**config.mk**
```make
export PLATFORM = sky130hd
export DESIGN_NAME = wb_stage_flat
export DESIGN_NICKNAME = d
export VERILOG_FILES = /design/src/rtl/wb_stage_if.sv /design/src/rtl/wb_stage.sv /design/src/flat_wrapper.sv
export SDC_FILE = /design/constraint.sdc
export NUM_CORES = 1
export LEC_CHECK = 0
export BUFFER_PORTS_ARGS = -buffer_cell sky130_fd_sc_hd__buf_2
export CORE_MARGIN = 10
export CORE_UTILIZATION = 45
export CTS_BUF_LIST = sky130_fd_sc_hd__clkbuf_16
export CTS_CLUSTER_SIZE = 12
export DETAILED_ROUTE_END_ITERATION = 12
export GPL_TIMING_DRIVEN = 0
export PLACE_DENSITY = 0.67
export SYNTH_ARGS = -nofsm -noshare
export SYNTH_HDL_FRONTEND = slang
export SYNTH_SLANG_ARGS = --single-unit
```
**constraint.sdc**
```tcl
create_clock -name clk -period 5.55 [get_ports clk]
set_clock_uncertainty 0.2 [all_clocks]
set_input_delay 0.2775 -clock clk [delete_from_list [all_inputs] [get_ports clk]]
set_output_delay 0.2775 -clock clk [all_outputs]
set_load 0.01 [all_outputs]
```
**src/rtl/wb_stage_if.sv**
```systemverilog
// rtl/wb_stage_if.sv - writeback stage bus: memory-stage result, multiply stream, register-file write port
interface wb_stage_if;
  logic        stall;
  logic        flush;
  logic        memValid;
  logic        memWe;
  logic [0:4]  memRd;
  logic [0:31] memAluRes;
  logic        memLoad;
  logic [0:2]  memLdType;
  logic [0:31] memLdData;
  logic        mulValid;
  logic        mulReady;
  logic [0:4]  mulRd;
  logic [0:31] mulRes;
  logic        we;
  logic [0:4]  wrAddr;
  logic [0:31] wrData;
  logic [0:31] mulPend;

  modport master (
    output stall, flush, memValid, memWe, memRd, memAluRes, memLoad, memLdType, memLdData,
    output mulValid, mulRd, mulRes,
    input  mulReady, we, wrAddr, wrData, mulPend
  );

  modport slave (
    input  stall, flush, memValid, memWe, memRd, memAluRes, memLoad, memLdType, memLdData,
    input  mulValid, mulRd, mulRes,
    output mulReady, we, wrAddr, wrData, mulPend
  );
endinterface

```
**src/rtl/wb_stage.sv**
```systemverilog
// rtl/wb_stage.sv - writeback latch with load alignment, multiply-result FIFO and write-port arbitration
module wb_stage #(
  parameter int QDEPTH = 2
) (
  input logic       clk,
  input logic       rst_n,
  wb_stage_if.slave bus
);
  localparam logic [2:0] DEPTH = 3'(QDEPTH);
  localparam logic [1:0] LAST  = 2'(QDEPTH - 1);

  logic        v, wr, used;
  logic [0:4]  rd;
  logic [0:31] data;

  logic [0:4]  qRd   [4];
  logic [0:31] qData [4];
  logic [1:0]  head, tail, nextHead;
  logic [2:0]  count, tailSum;

  logic        pipeWr, popEn, pushEn, mulReadyC;
  logic        weC;
  logic [0:4]  wrAddrC;
  logic [0:31] wrDataC, loadVal, mulPendC;
  logic [0:7]  byteV;
  logic [0:15] halfV;

  // Big-endian lanes: offset 0 is the most significant byte.
  always_comb begin
    byteV = '0;
    case (bus.memAluRes[30:31])
      2'd0:    byteV = bus.memLdData[0:7];
      2'd1:    byteV = bus.memLdData[8:15];
      2'd2:    byteV = bus.memLdData[16:23];
      default: byteV = bus.memLdData[24:31];
    endcase
    halfV = bus.memAluRes[30] ? bus.memLdData[16:31] : bus.memLdData[0:15];
    case (bus.memLdType)
      3'b001:  loadVal = {{16{halfV[0]}}, halfV};
      3'b010:  loadVal = {16'b0, halfV};
      3'b011:  loadVal = {{24{byteV[0]}}, byteV};
      3'b100:  loadVal = {24'b0, byteV};
      default: loadVal = bus.memLdData;
    endcase
  end

  always_ff @(posedge clk or negedge rst_n) begin
    if (!rst_n) begin
      v    <= 1'b0;
      wr   <= 1'b0;
      rd   <= '0;
      data <= '0;
      used <= 1'b0;
    end else if (!bus.stall) begin
      v    <= bus.memValid & ~bus.flush;
      wr   <= bus.memWe;
      rd   <= bus.memRd;
      data <= bus.memLoad ? loadVal : bus.memAluRes;
      used <= 1'b0;
    end else if (pipeWr) begin
      used <= 1'b1;
    end
  end

  assign pipeWr    = v & wr & ~used & (rd != 5'd0);
  assign mulReadyC = count < DEPTH;
  // Zero-destination results are acknowledged but never occupy a slot.
  assign pushEn    = bus.mulValid & mulReadyC & (bus.mulRd != 5'd0);
  assign tailSum   = {1'b0, head} + count;
  assign tail      = (tailSum >= DEPTH) ? 2'(tailSum - DEPTH) : tailSum[1:0];
  assign nextHead  = (head == LAST) ? 2'd0 : head + 2'd1;

  always_comb begin
    weC     = 1'b0;
    wrAddrC = '0;
    wrDataC = '0;
    popEn   = 1'b0;
    if (pipeWr) begin
      weC     = 1'b1;
      wrAddrC = rd;
      wrDataC = data;
    end else if (count != 3'd0) begin
      weC     = 1'b1;
      wrAddrC = qRd[head];
      wrDataC = qData[head];
      popEn   = 1'b1;
    end
  end

  always_ff @(posedge clk or negedge rst_n) begin
    if (!rst_n) begin
      head  <= '0;
      count <= '0;
    end else begin
      if (popEn) head <= nextHead;
      count <= count + {2'b0, pushEn} - {2'b0, popEn};
    end
  end

  always_ff @(posedge clk) begin
    if (pushEn) begin
      qRd[tail]   <= bus.mulRd;
      qData[tail] <= bus.mulRes;
    end
  end

  always_comb begin
    logic [2:0] slot;
    mulPendC = '0;
    slot     = '0;
    for (int i = 0; i < 4; i++) begin
      slot = {1'b0, head} + 3'(i);
      if (slot >= DEPTH) slot = slot - DEPTH;
      if (3'(i) < count) mulPendC[qRd[slot[1:0]]] = 1'b1;
    end
  end

  assign bus.we       = weC;
  assign bus.wrAddr   = wrAddrC;
  assign bus.wrData   = wrDataC;
  assign bus.mulReady = mulReadyC;
  assign bus.mulPend  = mulPendC;
endmodule

```
**src/flat_wrapper.sv**
```systemverilog
// flat-port wrapper written by rule: the top's interface ports become plain ports
module wb_stage_flat 
#(
  parameter int QDEPTH = 2
)
  (clk, rst_n, bus_stall, bus_flush, bus_memValid, bus_memWe, bus_memRd, bus_memAluRes, bus_memLoad, bus_memLdType, bus_memLdData, bus_mulValid, bus_mulRd, bus_mulRes, bus_mulReady, bus_we, bus_wrAddr, bus_wrData, bus_mulPend);
  wb_stage_if bus_i ();
  input logic clk;
  input logic rst_n;
  input wire logic [$bits(bus_i.stall)-1:0] bus_stall;
  input wire logic [$bits(bus_i.flush)-1:0] bus_flush;
  input wire logic [$bits(bus_i.memValid)-1:0] bus_memValid;
  input wire logic [$bits(bus_i.memWe)-1:0] bus_memWe;
  input wire logic [$bits(bus_i.memRd)-1:0] bus_memRd;
  input wire logic [$bits(bus_i.memAluRes)-1:0] bus_memAluRes;
  input wire logic [$bits(bus_i.memLoad)-1:0] bus_memLoad;
  input wire logic [$bits(bus_i.memLdType)-1:0] bus_memLdType;
  input wire logic [$bits(bus_i.memLdData)-1:0] bus_memLdData;
  input wire logic [$bits(bus_i.mulValid)-1:0] bus_mulValid;
  input wire logic [$bits(bus_i.mulRd)-1:0] bus_mulRd;
  input wire logic [$bits(bus_i.mulRes)-1:0] bus_mulRes;
  output wire logic [$bits(bus_i.mulReady)-1:0] bus_mulReady;
  output wire logic [$bits(bus_i.we)-1:0] bus_we;
  output wire logic [$bits(bus_i.wrAddr)-1:0] bus_wrAddr;
  output wire logic [$bits(bus_i.wrData)-1:0] bus_wrData;
  output wire logic [$bits(bus_i.mulPend)-1:0] bus_mulPend;
  assign bus_i.stall = bus_stall;
  assign bus_i.flush = bus_flush;
  assign bus_i.memValid = bus_memValid;
  assign bus_i.memWe = bus_memWe;
  assign bus_i.memRd = bus_memRd;
  assign bus_i.memAluRes = bus_memAluRes;
  assign bus_i.memLoad = bus_memLoad;
  assign bus_i.memLdType = bus_memLdType;
  assign bus_i.memLdData = bus_memLdData;
  assign bus_i.mulValid = bus_mulValid;
  assign bus_i.mulRd = bus_mulRd;
  assign bus_i.mulRes = bus_mulRes;
  assign bus_mulReady = bus_i.mulReady;
  assign bus_we = bus_i.we;
  assign bus_wrAddr = bus_i.wrAddr;
  assign bus_wrData = bus_i.wrData;
  assign bus_mulPend = bus_i.mulPend;
  wb_stage #(.QDEPTH(QDEPTH)) u_core (.clk(clk), .rst_n(rst_n), .bus(bus_i));
endmodule
```
==> results.py, run 1 <==
metrics = {
    "route": {
        "sum_of_met3_wire_segment_lengths_after_detailed_routing_mm": 3.086,
        "met2WireLength_mm": 16.13,
        "highest-signal-layer": "met4",
        "detailedRoute.firstIterationViolations": 879,
        "routed_wl_mm": 33.75,
        "drt_drc": 0,
        "m1WireLength_mm": 13.67,
        "detail_route.first_pass.iterations": 5,
        "wire_length_per_cell_um": 23.94,
        "vias": 8482,
        "antenna_violating_nets_post_route": 0,
        "viasPerCell": 6.016,
    },
    "placed_design": {
        "io_buffer_count": 184,
        "inst_count_dp": 1302,
        "last_weighted_congestion_value_of_the_routability_driven_placer": 0.9404,
        "post-dp-hpwl_mm": 25.19,
    },
    "status": {
        "failed_checks": "negative hold slack",
        "result_of_the_run": "finished with violations",
    },
    "timing": {
        "slew_headroom_pct": 7.705,
        "final.min_clock_period_ns": 4.024,
        "grt_setup_unrepaired": "false",
        "timing.final.crit_share_pct": 72.51,
        "maximum_clock_rate_mhz": 248.5,
        "worstMarginPinSlew_ns": 1.373,
        "timing_max_transition_violations_final": 0,
        "final_hold_violating_endpoints": 1,
        "holdWs_ns": -0.003384,
        "finalSetupViolations": 0,
    },
    "clock_tree": {
        "clock_tree.root_cell": "sky130_fd_sc_hd__clkbuf_16",
        "clock_transition_at_the_registers_of_the_reported_paths_ns": 0.08,
        "cts_setup_buffers": 0,
        "cts_tree": "done",
        "cts_hold_buffers": 73,
        "h_tree_levels": 4,
        "clockBufferDepth": 2,
        "post_cts_resized": 0,
        "inserted_clock_buffers": 17,
        "clkLatencyLatePin_ns": 0.44,
        "numClockSinks": 193,
    },
    "synth": {
        "netlist_area_um2": 10320,
        "async_reset_ff_share_pct": 23.32,
        "post_synth_and_or_nand_nor_area_fraction_pct": 12.27,
        "synth_top_family_by_area": "compound AO/OA/AOI/OAI gates",
        "compound_cell_area_share_of_the_yosys_netlist_pct": 14.30,
        "yosys_warnings": 0,
        "synthesis.area_per_instance_um2": 12.54,
        "synth_fp_nets": 952,
        "synth.distinct_cells": 63,
        "post_synth_xor_area_fraction_pct": 0.4242,
        "synth_ff_type": "sky130_fd_sc_hd__edfxtp_1",
        "yosysSeqAreaShare_pct": 53.96,
        "synth-seq-cells": 193,
        "netlist_instances": 823,
        "synth-adder-area-share_pct": 1.600,
        "muxShareOfSynthArea_pct": 14.27,
        "synth_enable_flop_cells": 148,
    },
    "power_and_ir_drop": {
        "power.density_cell_area_nw_per_um2": 417.9,
        "power.ir.vdd_worst_mv": 0.2775,
        "p_leak_nw": 5.218,
    },
    "floorplanning": {
        "initial_utilization_pct": 45.73,
        "design.core.area_um2": 22570,
        "floorplan.rows": 55,
        "die_area_um2": 29400,
        "ioPinCount": 188,
        "floorplan.die.height_um": 171.5,
        "floorplan.die.width_um": 171.5,
    },
    "grt": {
        "gr-usage-all-layers_pct": 22.93,
        "largest_net_degree_at_the_start_of_global_routing": 46,
        "grt_first_pass_wirelength_mm": 50.85,
        "initial_antenna_violation_count": 2,
        "number_of_global_route_vias_before_repair": 8662,
        "gr-total-overflow": 0,
    },
    "final_layout": {
        "syn2layout_area_growth_pct": 27.29,
        "nNetsFinal": 1238,
        "instances_no_fill": 1410,
        "fill_cells": 1855,
        "utilization_pct": 58.21,
        "drive_above_1_share_pct": 29.95,
    },
    "critical_path": {
        "path_max_fanout": 10,
        "setup.worst_path.class": "reg2out",
        "endpoint_kind": "output port",
        "worst-endpoint-arrival_ns": 3.55,
        "critPathLaunchType": "flop",
        "required_ns": 5.07,
    },
    "run": {
        "number_of_max_capacitance_violations_reported": 0,
    },
    "worst_hold_path": {
        "hold_path.class": "in2reg",
    },
}
critical path, cell delays in order (launching register included):
cell and delay (ns):
sky130_fd_sc_hd__dfrtp_1 0.43, sky130_fd_sc_hd__buf_6 0.19, sky130_fd_sc_hd__buf_12 0.15, sky130_fd_sc_hd__buf_6 0.15, sky130_fd_sc_hd__inv_2 0.09, sky130_fd_sc_hd__ha_1 0.28
sky130_fd_sc_hd__buf_2 0.23, sky130_fd_sc_hd__mux4_2 0.66, sky130_fd_sc_hd__and2_1 0.18, sky130_fd_sc_hd__buf_1 0.20, sky130_fd_sc_hd__a32oi_1 0.29, sky130_fd_sc_hd__nand2_1 0.08
sky130_fd_sc_hd__buf_2 0.15
Yosys cell counts, types with 5 or more instances:
cell / count / area [µm²]
sky130_fd_sc_hd__a21oi_1: 56 / 280.3
sky130_fd_sc_hd__a221oi_1: 9 / 78.83
sky130_fd_sc_hd__a22o_1: 38 / 332.8
sky130_fd_sc_hd__a22oi_1: 45 / 337.8
sky130_fd_sc_hd__a32oi_1: 12 / 105.1
sky130_fd_sc_hd__and2_1: 8 / 50.05
sky130_fd_sc_hd__and3_1: 7 / 43.79
sky130_fd_sc_hd__buf_2: 15 / 75.07
sky130_fd_sc_hd__buf_6: 6 / 67.56
sky130_fd_sc_hd__clkbuf_1: 22 / 82.58
sky130_fd_sc_hd__dfrtp_1: 45 / 1126
sky130_fd_sc_hd__edfxtp_1: 148 / 4444
sky130_fd_sc_hd__ha_1: 10 / 125.1
sky130_fd_sc_hd__inv_1: 13 / 48.80
sky130_fd_sc_hd__mux2_2: 15 / 168.9
sky130_fd_sc_hd__mux2i_1: 20 / 200.2
sky130_fd_sc_hd__mux4_2: 47 / 1059
sky130_fd_sc_hd__nand2_1: 77 / 289.0
sky130_fd_sc_hd__nand2b_1: 8 / 50.05
sky130_fd_sc_hd__nand3_1: 12 / 60.06
sky130_fd_sc_hd__nor2_1: 77 / 289.0
sky130_fd_sc_hd__nor2b_1: 19 / 118.9
sky130_fd_sc_hd__nor3_1: 11 / 55.05
sky130_fd_sc_hd__nor3_2: 5 / 50.05
sky130_fd_sc_hd__nor3b_1: 10 / 75.07
sky130_fd_sc_hd__o211ai_1: 5 / 37.54
sky130_fd_sc_hd__o21ai_0: 15 / 75.07
sky130_fd_sc_hd__o22ai_1: 6 / 37.54
cell type report:
class                           count  area (µm²)  share of cell area (%)
Sequential cell                   193        5570                   42.40
Multi-Input combinational cell    566        4449                   33.86
Timing Repair Buffer              267        1785                   13.59
Clock buffer                       17       425.4                   3.238
Tap cell                          285       356.6                   2.714
Buffer                             50       275.3                   2.095
Clock inverter                     15       216.5                   1.647
Inverter                           14       52.55                  0.4000
Antenna cell                        3       7.507                 0.05714
where the power goes:
group	switching (mW)	internal, mW	total (mW)
clock network	0.640	0.628	1.27
registers	0.0923	1.76	1.85
logic	1.39	0.980	2.37
total	2.12	3.37	5.49
registers in the layout (all words and copies together), names as in the netlist:
name and cells:
u_core.qRd 20, u_core.used 1, u_core.rd 5, u_core.data 32, u_core.head 2, u_core.qData 128, u_core.v 1, u_core.wr 1
u_core.count 3
worst paths after layout:
path | startpoint | slack [ns] | cells after the start | endpoint
min in group asynchronous | rst_n | 0.40 | 2 | u_core.data[28]
setup / recovery | u_core.head[0] | 1.53 | 12 | bus_mulPend[20]
setup reg to reg | u_core.head[1] | 1.70 | 8 | u_core.qData[1][25]
max in group asynchronous | rst_n | 4.07 | 2 | u_core.rd[1]
hold reg to reg | u_core.data[19] | 0.30 | 2 | u_core.data[19]
hold / removal | bus_memLdData[10] | -0.003 | 3 | u_core.data[21]
logic make-up (layout without fill, tap and decap cells):
logic type / after synthesis / count (layout)
AO/OA/AOI/OAI: 206 / 206
AND/OR/NAND/NOR: 258 / 258
XOR/XNOR: 5 / 5
flip-flops: 193 / 193
multiplexers: 85 / 85
other: 0 / 3
buffers and inverters: 64 / 363
adder cells (fa/ha/maj): 12 / 12
routing by layer:
metal,global-route usage [%],up-vias
li1,-,3777
met1,29.41,4212
met2,36.82,429
met3,5.845,64
met4,8.280,0
met5,0,-
layout by cell type (no fill, tap or decap), types with 4 or more instances in the layout:
master / count
sky130_fd_sc_hd__mux4_2: 47
sky130_fd_sc_hd__nor3_2: 7
sky130_fd_sc_hd__a21oi_1: 56
sky130_fd_sc_hd__ha_1: 10
sky130_fd_sc_hd__nand3_1: 12
sky130_fd_sc_hd__dfrtp_1: 45
sky130_fd_sc_hd__o211ai_1: 5
sky130_fd_sc_hd__clkbuf_1: 22
sky130_fd_sc_hd__a311oi_1: 4
sky130_fd_sc_hd__xnor2_1: 4
sky130_fd_sc_hd__a221oi_1: 9
sky130_fd_sc_hd__nor2_1: 75
sky130_fd_sc_hd__a32oi_1: 12
sky130_fd_sc_hd__o21ai_0: 15
sky130_fd_sc_hd__clkinv_8: 8
sky130_fd_sc_hd__mux2_2: 15
sky130_fd_sc_hd__buf_2: 199
sky130_fd_sc_hd__and3_1: 7
sky130_fd_sc_hd__nor2b_1: 19
sky130_fd_sc_hd__mux2i_1: 20
sky130_fd_sc_hd__buf_6: 13
sky130_fd_sc_hd__inv_1: 13
sky130_fd_sc_hd__nor3b_1: 10
sky130_fd_sc_hd__a22o_1: 38
sky130_fd_sc_hd__nand2b_1: 8
sky130_fd_sc_hd__nor3_1: 9
sky130_fd_sc_hd__clkbuf_16: 17
sky130_fd_sc_hd__inv_8: 4
sky130_fd_sc_hd__o22ai_1: 6
sky130_fd_sc_hd__dlygate4sd3_1: 73
sky130_fd_sc_hd__and2_1: 8
sky130_fd_sc_hd__buf_1: 4
sky130_fd_sc_hd__nand2_1: 77
sky130_fd_sc_hd__a22oi_1: 45
sky130_fd_sc_hd__nand3b_1: 4
sky130_fd_sc_hd__edfxtp_1: 148
stage by stage:
stage               setup TNS [ns]  power [mW]  setup WS (ns)  instance area [µm²]
detailed placement               0       4.187          1.674                11760
floorplan                        0       3.347         0.5056                10320
CTS                              0       5.494          1.512                13130
finish                           0       5.491          1.526                13140
global placement           -206.22       4.141         -2.377                11600
global route                     0       5.768          1.328                13140
Note: power is estimated with default switching activity, not from simulation.
==> run 2, diff against run 1 <==
==> constraint.sdc (replaced) <==
create_clock -name clk -period 4 [get_ports clk]
set_clock_uncertainty 0.2 [all_clocks]
set_input_delay 0.2 -clock clk [delete_from_list [all_inputs] [get_ports clk]]
set_output_delay 0.2 -clock clk [all_outputs]
set_load 0.01 [all_outputs]
==> run 2 against run 1 <==
Against the previous run: the flow still finishes with violations (negative hold slack); sequential power is 39% higher; cell area increased by 2.5%; die area unchanged; power grew 39%; largest cell class unchanged.
==> results.py, run 2 (synthesis results as in run 1) <==
metrics = {
    "timing": {
        "timing.final.crit_share_pct": 95.63,
        "final_hold_violating_endpoints": 1,
        "grt_setup_unrepaired": "false",
        "slew_headroom_pct": 9.183,
        "totalNegativeSetupSlack_ns": 0,
        "final.min_clock_period_ns": 3.825,
        "worstMarginPinSlew_ns": 1.351,
        "maximum_clock_rate_mhz": 261.4,
        "holdWs_ns": -0.002555,
        "timing_max_transition_violations_final": 0,
        "finalSetupViolations": 0,
    },
    "floorplanning": {
        "floorplan.die.height_um": 171.5,
        "design.core.area_um2": 22570,
        "floorplan.die.width_um": 171.5,
        "ioPinCount": 188,
        "die_area_um2": 29400,
        "initial_utilization_pct": 45.73,
        "floorplan.rows": 55,
    },
    "critical_path": {
        "endpoint_of_the_worst_register_to_register_path": "u_core.qRd[3][2]",
        "critPathTopFamily": "buffers and inverters",
        "setup_slack_of_the_worst_register_to_register_path_ns": 0.55,
        "worst-endpoint-arrival_ns": 3.43,
        "slowest_stage": "sky130_fd_sc_hd__nor2_1",
        "cp-startpoint": "u_core.head[0]",
        "regToRegStartpoint": "u_core.head[1]",
        "critPathLaunchType": "flop",
        "setup.worst_path.class": "reg2out",
        "critical_path.cell_chain": "buf_6 -> buf_12 -> buf_6 -> inv_2 -> ha_1 -> buf_2 -> mux4_2 -> nor2_1 -> a32oi_1 -> nand3_1 -> buf_2",
        "endpoint_kind": "output port",
        "required_ns": 3.60,
        "critical_path_buf_inv_count": 6,
        "worst_path_largest_cell_delay_ns": 0.52,
        "timing.reg2reg.worst_path_depth": 7,
        "path_max_fanout": 10,
    },
    "grt": {
        "met2_usage_pct": 37.07,
        "grt_use_met3_pct": 5.638,
        "largest_net_degree_at_the_start_of_global_routing": 46,
        "globalRouteMet1Util_pct": 30.52,
        "initial_antenna_violation_count": 3,
        "grt_first_pass_wirelength_mm": 52.47,
        "number_of_global_route_vias_before_repair": 8913,
        "top_usage_layer": "met2",
        "gr-total-overflow": 0,
        "gr-usage-all-layers_pct": 23.45,
    },
    "power_and_ir_drop": {
        "power.density_cell_area_nw_per_um2": 567.8,
        "power.total_mw": 7.649,
        "power.ir.vdd_worst_mv": 0.2869,
        "p_leak_nw": 5.373,
    },
    "route": {
        "drt_drc": 0,
        "wire_length_per_cell_um": 24.00,
        "detailedRoute.firstIterationViolations": 1212,
        "routed_wl_mm": 34.64,
        "detail_route.first_pass.iterations": 6,
        "antenna_violating_nets_post_route": 0,
        "vias": 8791,
        "viasPerCell": 6.092,
    },
    "placed_design": {
        "post-dp-hpwl_mm": 25.30,
        "last_weighted_congestion_value_of_the_routability_driven_placer": 0.9599,
        "placedInstanceArea_um2": 11800,
        "inst_count_dp": 1300,
        "io_buffer_count": 184,
    },
    "final_layout": {
        "drive_above_1_share_pct": 29.09,
        "layout.cells.most_common_list": "sky130_fd_sc_hd__buf_2 (199), sky130_fd_sc_hd__edfxtp_1 (148), sky130_fd_sc_hd__dlygate4sd3_1 (107)",
        "instances_no_fill": 1443,
        "layout.cell_area.non_filler_um2": 13470,
        "nNetsFinal": 1271,
        "syn2layout_area_growth_pct": 30.50,
        "max_flop_register": "u_core.qData",
        "biggestRegsByFlops": "u_core.qData x128, u_core.data x32, u_core.qRd x20",
        "largest_register_ff_count": 128,
        "commonest_non_fill_non_tap_cell_in_the_layout": "sky130_fd_sc_hd__buf_2",
    },
    "clock_tree": {
        "cts_tree": "done",
        "clock_tree.root_cell": "sky130_fd_sc_hd__clkbuf_16",
        "clock_transition_at_the_registers_of_the_reported_paths_ns": 0.08,
        "inserted_clock_buffers": 17,
        "clkLatencyLatePin_ns": 0.44,
        "clockBufferDepth": 2,
        "h_tree_levels": 4,
        "numClockSinks": 193,
    },
    "run": {
        "number_of_max_capacitance_violations_reported": 0,
    },
    "worst_hold_path": {
        "timing.hold.worst_endpoint": "u_core.data[13]",
        "hold_path.class": "in2reg",
        "whs_path_depth": 5,
        "min-delay-start": "bus_memAluRes[18]",
    },
    "status": {
        "result_of_the_run": "finished with violations",
        "failed_checks": "negative hold slack",
    },
}
## run 2: area by class of cell
class	count	area [µm²]
clock buffer	17	425.4
inverter	14	52.55
antenna	3	7.507
sequential	193	5570
timing repair buffer	300	2157
buffer	49	272.8
multi-input combinational	567	4468
fill	1808	9101
clock inverter	15	160.2
tap	285	356.6
## run 2: where the power goes
group | switching [mW] | internal, mW
sequential | 0.128 | 2.44
combinational | 1.97 | 1.43
clock | 0.844 | 0.839
total | 2.94 | 4.70
## run 2: worst max path at each step
| stage | endpoint | slack, ns | cells past startpoint |
|---|---|---|---|
| 3_3_place_gp | u_core.qData[3][14] | -2.00 | 7 |
| 6_report | bus_mulPend[22] | 0.17 | 11 |
| 3_5_place_dp | u_core.qData[3][25] | 0.05 | 8 |
| 4_1_cts | u_core.qRd[3][2] | 0.03 | 8 |
| 2_1_floorplan | u_core.qData[3][0] | 0.006 | 7 |
| 5_1_grt | bus_mulPend[24] | 0.04 | 12 |
## run 2: stage by stage
stage / utilization [%] / worst slack, ns
4_1_cts: 59.60 / 0.03145
6_report: 59.68 / 0.1749
2_1_floorplan: - / 0.006140
3_5_place_dp: 52.26 / 0.05067
3_3_place_gp: 51.45 / -1.998
5_1_grt: 59.68 / 0.04398
## run 2: worst register-to-register path: stages, from the launching register on
cell and delay (ns):
sky130_fd_sc_hd__dfrtp_1 0.53, sky130_fd_sc_hd__buf_2 0.51, sky130_fd_sc_hd__inv_1 0.18, sky130_fd_sc_hd__fa_1 0.43, sky130_fd_sc_hd__xnor2_1 0.17, sky130_fd_sc_hd__nand2_1 0.16
sky130_fd_sc_hd__nor2_4 0.73, sky130_fd_sc_hd__buf_16 0.25
## run 2: repair_timing
action                                  in CTS  in global routing
hold endpoints to repair                   232                  0
buffers inserted                             0                  1
endpoints found under the setup margin       0                 71
resized for setup                            0                  2
hold buffers                               107                  0
## run 2: routing by layer
metal / wire length (µm) / part of all wire, % / vias up
li1: - / - / 3843
met1: 14080 / 41 / 4350
met2: 16300 / 47 / 522
met3: 3219 / 9.3 / 76
met4: 1039 / 3.0 / 0
met5: 0 / 0 / -
